**src/rtl/centipede_audio_out.sv**
```systemverilog
// centipede_audio_out
//   Output stage behind the POKEY mix. Box-car decimates the 8-bit unsigned
//   mix by 2**DECIM_LOG2, centres it, volume-scales it to 16-bit signed PCM,
//   presents it on a valid/ready handshake and drives a first-order
//   sigma-delta 1-bit DAC from the held PCM word.
//
//   Optional feature: define CENTIPEDE_AUDIO_DCBLOCK_EN to insert a DC-blocking
//   high-pass (y = x - x_prev + y_prev - y_prev/256, saturated) at PCM rate.
//
// Ports
//   clk_cpu_4x   in   6 MHz clock, all state on rising edge
//   reset_cpu_n  in   asynchronous active-low reset
//   sample_en    in   strobe marking a new audio_in sample
//   audio_in     in   [7:0] unsigned mix, 8'h80 = silence
//   volume       in   [3:0] gain = volume + 1
//   mute         in   forces a zero word when high on a boundary strobe
//   pcm_data     out  [15:0] signed PCM
//   pcm_valid    out  pcm_data holds an unconsumed word
//   pcm_ready    in   consumer accept (with pcm_valid)
//   pcm_overrun  out  sticky: a word was overwritten before acceptance
//   dac_out      out  sigma-delta bitstream
module centipede_audio_out #(
    parameter int unsigned DECIM_LOG2 = 5
) (
    input  logic        clk_cpu_4x,
    input  logic        reset_cpu_n,
    input  logic        sample_en,
    input  logic [7:0]  audio_in,
    input  logic [3:0]  volume,
    input  logic        mute,
    output logic [15:0] pcm_data,
    output logic        pcm_valid,
    input  logic        pcm_ready,
    output logic        pcm_overrun,
    output logic        dac_out
);

    localparam int unsigned SW = 8 + DECIM_LOG2;

    logic [DECIM_LOG2-1:0] cnt;
    logic [SW-1:0]         sum;
    logic [SW-1:0]         total;
    logic                  boundary;
    logic [7:0]            avg;
    logic signed [12:0]    c13;
    logic signed [12:0]    g13;
    logic signed [12:0]    s13;
    logic [15:0]           pcm;
    logic [15:0]           x;
    logic [15:0]           y;
    logic [15:0]           sd_acc;
    logic [15:0]           u;

    assign boundary = sample_en && (cnt == '1);
    assign total    = sum + SW'(audio_in);
    assign avg      = total[SW-1:DECIM_LOG2];

    // Centre to -128..127, then scale by 1..16; product fits 13 bits signed.
    assign c13 = 13'(signed'({1'b0, avg})) - 13'sd128;
    assign g13 = signed'(13'({1'b0, volume}) + 13'd1);
    assign s13 = c13 * g13;

    // s13 lies in -2048..2032, so bit 12 is redundant and the shift is exact.
    assign pcm = {s13[11:0], 4'b0000};
    assign x   = mute ? '0 : pcm;

`ifdef CENTIPEDE_AUDIO_DCBLOCK_EN
    logic signed [15:0] x_prev;
    logic signed [15:0] y_prev;
    logic signed [17:0] y18;

    always_comb begin
        y18 = 18'(signed'(x)) - 18'(x_prev) + 18'(y_prev) - 18'(y_prev >>> 8);
        y   = y18[15:0];
        if (y18[17:15] != 3'b000 && y18[17:15] != 3'b111)
            y = y18[17] ? 16'h8000 : 16'h7FFF;
    end

    always_ff @(posedge clk_cpu_4x or negedge reset_cpu_n) begin
        if (!reset_cpu_n) begin
            x_prev <= '0;
            y_prev <= '0;
        end else if (boundary) begin
            x_prev <= signed'(x);
            y_prev <= signed'(y);
        end
    end
`else
    assign y = x;
`endif

    // Decimator
    always_ff @(posedge clk_cpu_4x or negedge reset_cpu_n) begin
        if (!reset_cpu_n) begin
            cnt <= '0;
            sum <= '0;
        end else if (sample_en) begin
            if (boundary) begin
                cnt <= '0;
                sum <= '0;
            end else begin
                cnt <= cnt + 1'b1;
                sum <= total;
            end
        end
    end

    // Output register and handshake. A boundary always loads; an accept in the
    // same cycle consumes the old word, so only an unaccepted word overruns.
    always_ff @(posedge clk_cpu_4x or negedge reset_cpu_n) begin
        if (!reset_cpu_n) begin
            pcm_data    <= '0;
            pcm_valid   <= 1'b0;
            pcm_overrun <= 1'b0;
        end else if (boundary) begin
            pcm_data  <= y;
            pcm_valid <= 1'b1;
            if (pcm_valid && !pcm_ready)
                pcm_overrun <= 1'b1;
        end else if (pcm_valid && pcm_ready) begin
            pcm_valid <= 1'b0;
        end
    end

    // Sigma-delta: carry out of the offset-binary accumulator is the DAC bit.
    assign u = pcm_data ^ 16'h8000;

    always_ff @(posedge clk_cpu_4x or negedge reset_cpu_n) begin
        if (!reset_cpu_n) begin
            sd_acc  <= '0;
            dac_out <= 1'b0;
        end else begin
            {dac_out, sd_acc} <= {1'b0, sd_acc} + {1'b0, u};
        end
    end

endmodule

```
**config.mk**
```make
export PLATFORM = sky130hd
export DESIGN_NAME = centipede_audio_out
export DESIGN_NICKNAME = d
export VERILOG_FILES = /design/src/rtl/centipede_audio_out.sv
export SDC_FILE = /design/constraint.sdc
export NUM_CORES = 1
export LEC_CHECK = 0
export BUFFER_PORTS_ARGS = -buffer_cell sky130_fd_sc_hd__buf_2
export CAP_MARGIN = 10
export CELL_PAD_IN_SITES_DETAIL_PLACEMENT = 0
export CELL_PAD_IN_SITES_GLOBAL_PLACEMENT = 1
export CORE_MARGIN = 3
export CORE_UTILIZATION = 47
export DETAILED_ROUTE_END_ITERATION = 10
export GPL_TIMING_DRIVEN = 0
export PLACE_DENSITY = 0.77
export SLEW_MARGIN = 25
export SYNTH_ARGS = -nofsm -noshare
export SYNTH_HDL_FRONTEND = slang
export SYNTH_SLANG_ARGS = --single-unit
```
**constraint.sdc**
```tcl
create_clock -name clk_cpu_4x -period 7.4 [get_ports clk_cpu_4x]
set_input_delay 0.74 -clock clk_cpu_4x [delete_from_list [all_inputs] [get_ports clk_cpu_4x]]
set_output_delay 0.74 -clock clk_cpu_4x [all_outputs]
set_load 0.03 [all_outputs]
```
==> impl_metrics.toml <==
[run_status]
status = "finished clean"

[worst_setup_path]
start_kind = "primary input"
critPathMaxFanout = 5
crit_family = "adder cells"
cpPeakStageDelay_ns = 0.54
critPathCaptureType = "register"
cp.arrival_ns = 6.04
r2r_setup_slack_ns = 1.74
cpMaxStageDelayCell = "fa_1"
crit_top_cell = "fa_1"
path_cells = "buf_2, ha_1, fa_1, a211oi_1, nor2_2, o21a_2, and3_1, xnor2_1, nor2_1, fa_1, inv_1, fa_1, fa_1, inv_1, ha_1, nor2b_1, o21ai_1, a21boi_1, o21ai_0, a21oi_1, or4_1, nand3_1"
worstPathRequired_ns = 7.64
path_buf_inv = 3
crit_type = "primary input to register"

[clock_tree]
clk_latency_ns = 0.30
h-tree-depth = 2
clock_path_buffers = 2
cts.repair.resized = 0
post-cts-setup-buffers = 0
cts_inserted_buffers = 5
cts_sinks = 45
cts.root.buffer_cell = "clkbuf_8"
cts_tree = "built"
cts_hold_buf = 0
clk_pin_slew_ns = 0.09

[route]
ant_nets = 0
first_pass_iters = 4
drt-initial-drc-count = 58
via_count = 2834
drc = 0
finalWirelength_mm = 7.08
avgViaCountPerCell = 5.20
avgRoutedWirePerCell_um = 13.0

[synthesis]
synth_edf_count = 0
synth_ff_type = "dfrtp_1"
synth_area_um2 = 3790
synth_area_leader_cell = "dfrtp_1"
ys_top_cells_by_area = "dfrtp_1 30%, ha_1 14%, fa_1 13%, xnor2_1 4.8%, nor2_1 4.6%"
yosysUniqueCellTypes = 47
ys_ff_latch = 45
synth-async-reset-ratio_pct = 100
yosysTopAreaCellShare_pct = 29.7
yosysSeqAreaShare_pct = 29.7
yosysWarnings = 0
syn_area_per_cell_um2 = 9.46
synthCells = 401

[global_routing]
grt_max_degree = 25
grt_usage_pct = 17.4
overflow = 0
met1_usage_pct = 23.0
gr-max-usage-layer = "met2"
use_met2_pct = 30.1
grt_pass1_wl_mm = 12.6
grt_pass1_vias = 2774
grt_use_met3_pct = 3.05
antenna_found_initial = 0

[cells_and_area]
syn_to_final_growth_pct = 11.3
n_antenna_cell = 0
multi_input_area_um2 = 2450
register_area_um2 = 1130
mostFrequentLayoutCell = "nor2_1"
fillers = 773
drive_gt1_share_pct = 11.5
nets = 526
final_cell_mix = "47 x nor2_1, 46 x inv_1, 45 x dfrtp_1"

[floorplanning]
die_w_um = 95.9
rows = 32
initial_core_util_pct = 48.9
ios = 36
die_area_um2 = 9190
fp.dieH_um = 95.9
core_um2 = 7770

[sta]
setup_ws_ns = 1.60
fin_setup_tns_ns = 0
grt_setup_unrepaired = "false"
hold_viol = 0
worst_pin_slew_ns = 0.677
min_period_over_period_pct = 78.4
finalClockSkew_ns = 0.00965
drv_slew = 0
fmax_ghz = 0.172
setup_violations = 0
max_slew_margin_pct = 54.7
min_period_ns = 5.80

[placement]
post-dp-hpwl_mm = 5.78
placement.io_buffers = 30
dp_slack_ns = 1.23
place_congestion = 0.787

[hold_path]
worstHoldPathType = "primary input to async pin"

[job]
cap_violations = 0

[power]
total_power_mw = 1.87
powerDensity_nw_per_um2 = 442
peakVddDrop_mv = 0.239
leakagePower_nw = 2.13
-- worst paths after layout --
path                              from            to  cells after the start
setup / recovery           audio_in[0]  pcm_data[15]                     22
hold / removal             reset_cpu_n     sd_acc[5]                      1
setup reg to reg                sum[0]  pcm_data[15]                     21
hold reg to reg              sd_acc[4]     sd_acc[4]                      1
max in group asynchronous  reset_cpu_n        sum[7]                      2
min in group clk_cpu_4x      sd_acc[4]     sd_acc[4]                      1
-- cells by family after synthesis --
family	after synthesis	share of synthesized area, %
fa+ha+maj	67	26.8
simple gates	113	13.8
mux	3	0.857
compound gates	83	15.2
xor+xnor	32	7.39
flops	45	29.7
other cells	1	0.0988
buf+inv	57	6.17
-- through the flow --
step / cell area (µm²) / cells / hold WS [ns] / utilization (%)
2_1_floorplan: 3810 / 404 / 0.443 / -
3_3_place_gp: 4080 / 536 / 0.454 / 52.6
3_5_place_dp: 4110 / 537 / 0.461 / 52.9
4_1_cts: 4220 / 545 / 0.453 / 54.4
5_1_grt: 4220 / 545 / 0.465 / 54.4
6_report: 4220 / 545 / 0.437 / 54.4
-- flip-flops by register name (all words and copies together), names as in the netlist --
| signal | flops |
|---|---|
| pcm_data | 12 |
| sd_acc | 12 |
| dac_out | 1 |
| sum | 13 |
| pcm_overrun | 1 |
| pcm_valid | 1 |
| cnt | 5 |
-- cells in the mapped netlist (all sizes together), types with 2 or more instances --
cell	count
a31oi	2
inv	46
a22o	7
nor2	48
clkbuf	5
ha	43
xnor2	21
fa	24
buf	6
o22ai	3
xor2	11
a21oi	11
nand3	7
nand2b	9
mux2	2
nand2	26
o21ai	20
o31ai	5
a211oi	3
and3	4
o21a	6
a21o	7
or3	2
o41ai	6
o2bb2ai	5
a21boi	2
nor2b	9
or2	3
dfrtp	45
nor3	2
-- metal layers --
metal,up-vias,part of all wire [%]
li1,1437,-
met1,1360,48
met2,33,48
met3,4,3.0
met4,0,0.72
met5,-,0
-- where the power goes --
part / leakage [nW] / internal, mW / total, mW / switching (mW)
clock network: 0.0554 / 0.101 / 0.187 / 0.0857
registers: 0.585 / 0.334 / 0.393 / 0.0596
logic: 1.49 / 0.559 / 1.29 / 0.727
total: 2.13 / 0.994 / 1.87 / 0.873
-- worst register-to-register path: cells and delay by family (launching register included) --
family | cells | cell delay, ns
XOR/XNOR | 1 | 0.42
buffers and inverters | 2 | 0.09
adder cells (fa/ha/maj) | 6 | 2.44
AND/OR/NAND/NOR | 6 | 1.15
flip-flops | 1 | 0.40
AO/OA/AOI/OAI | 6 | 1.11
-- area by class of cell --
| cell class | count | share of cell area, % |
|---|---|---|
| multi-input cells | 302 | 57.9 |
| plain buffers | 11 | 1.45 |
| clock inverters | 2 | 0.919 |
| inverters | 46 | 4.09 |
| clock buffers | 6 | 1.72 |
| well taps | 102 | 3.02 |
| repair buffers | 31 | 4.21 |
| flip-flops and latches | 45 | 26.7 |
Power figures use the tool's default switching activity.
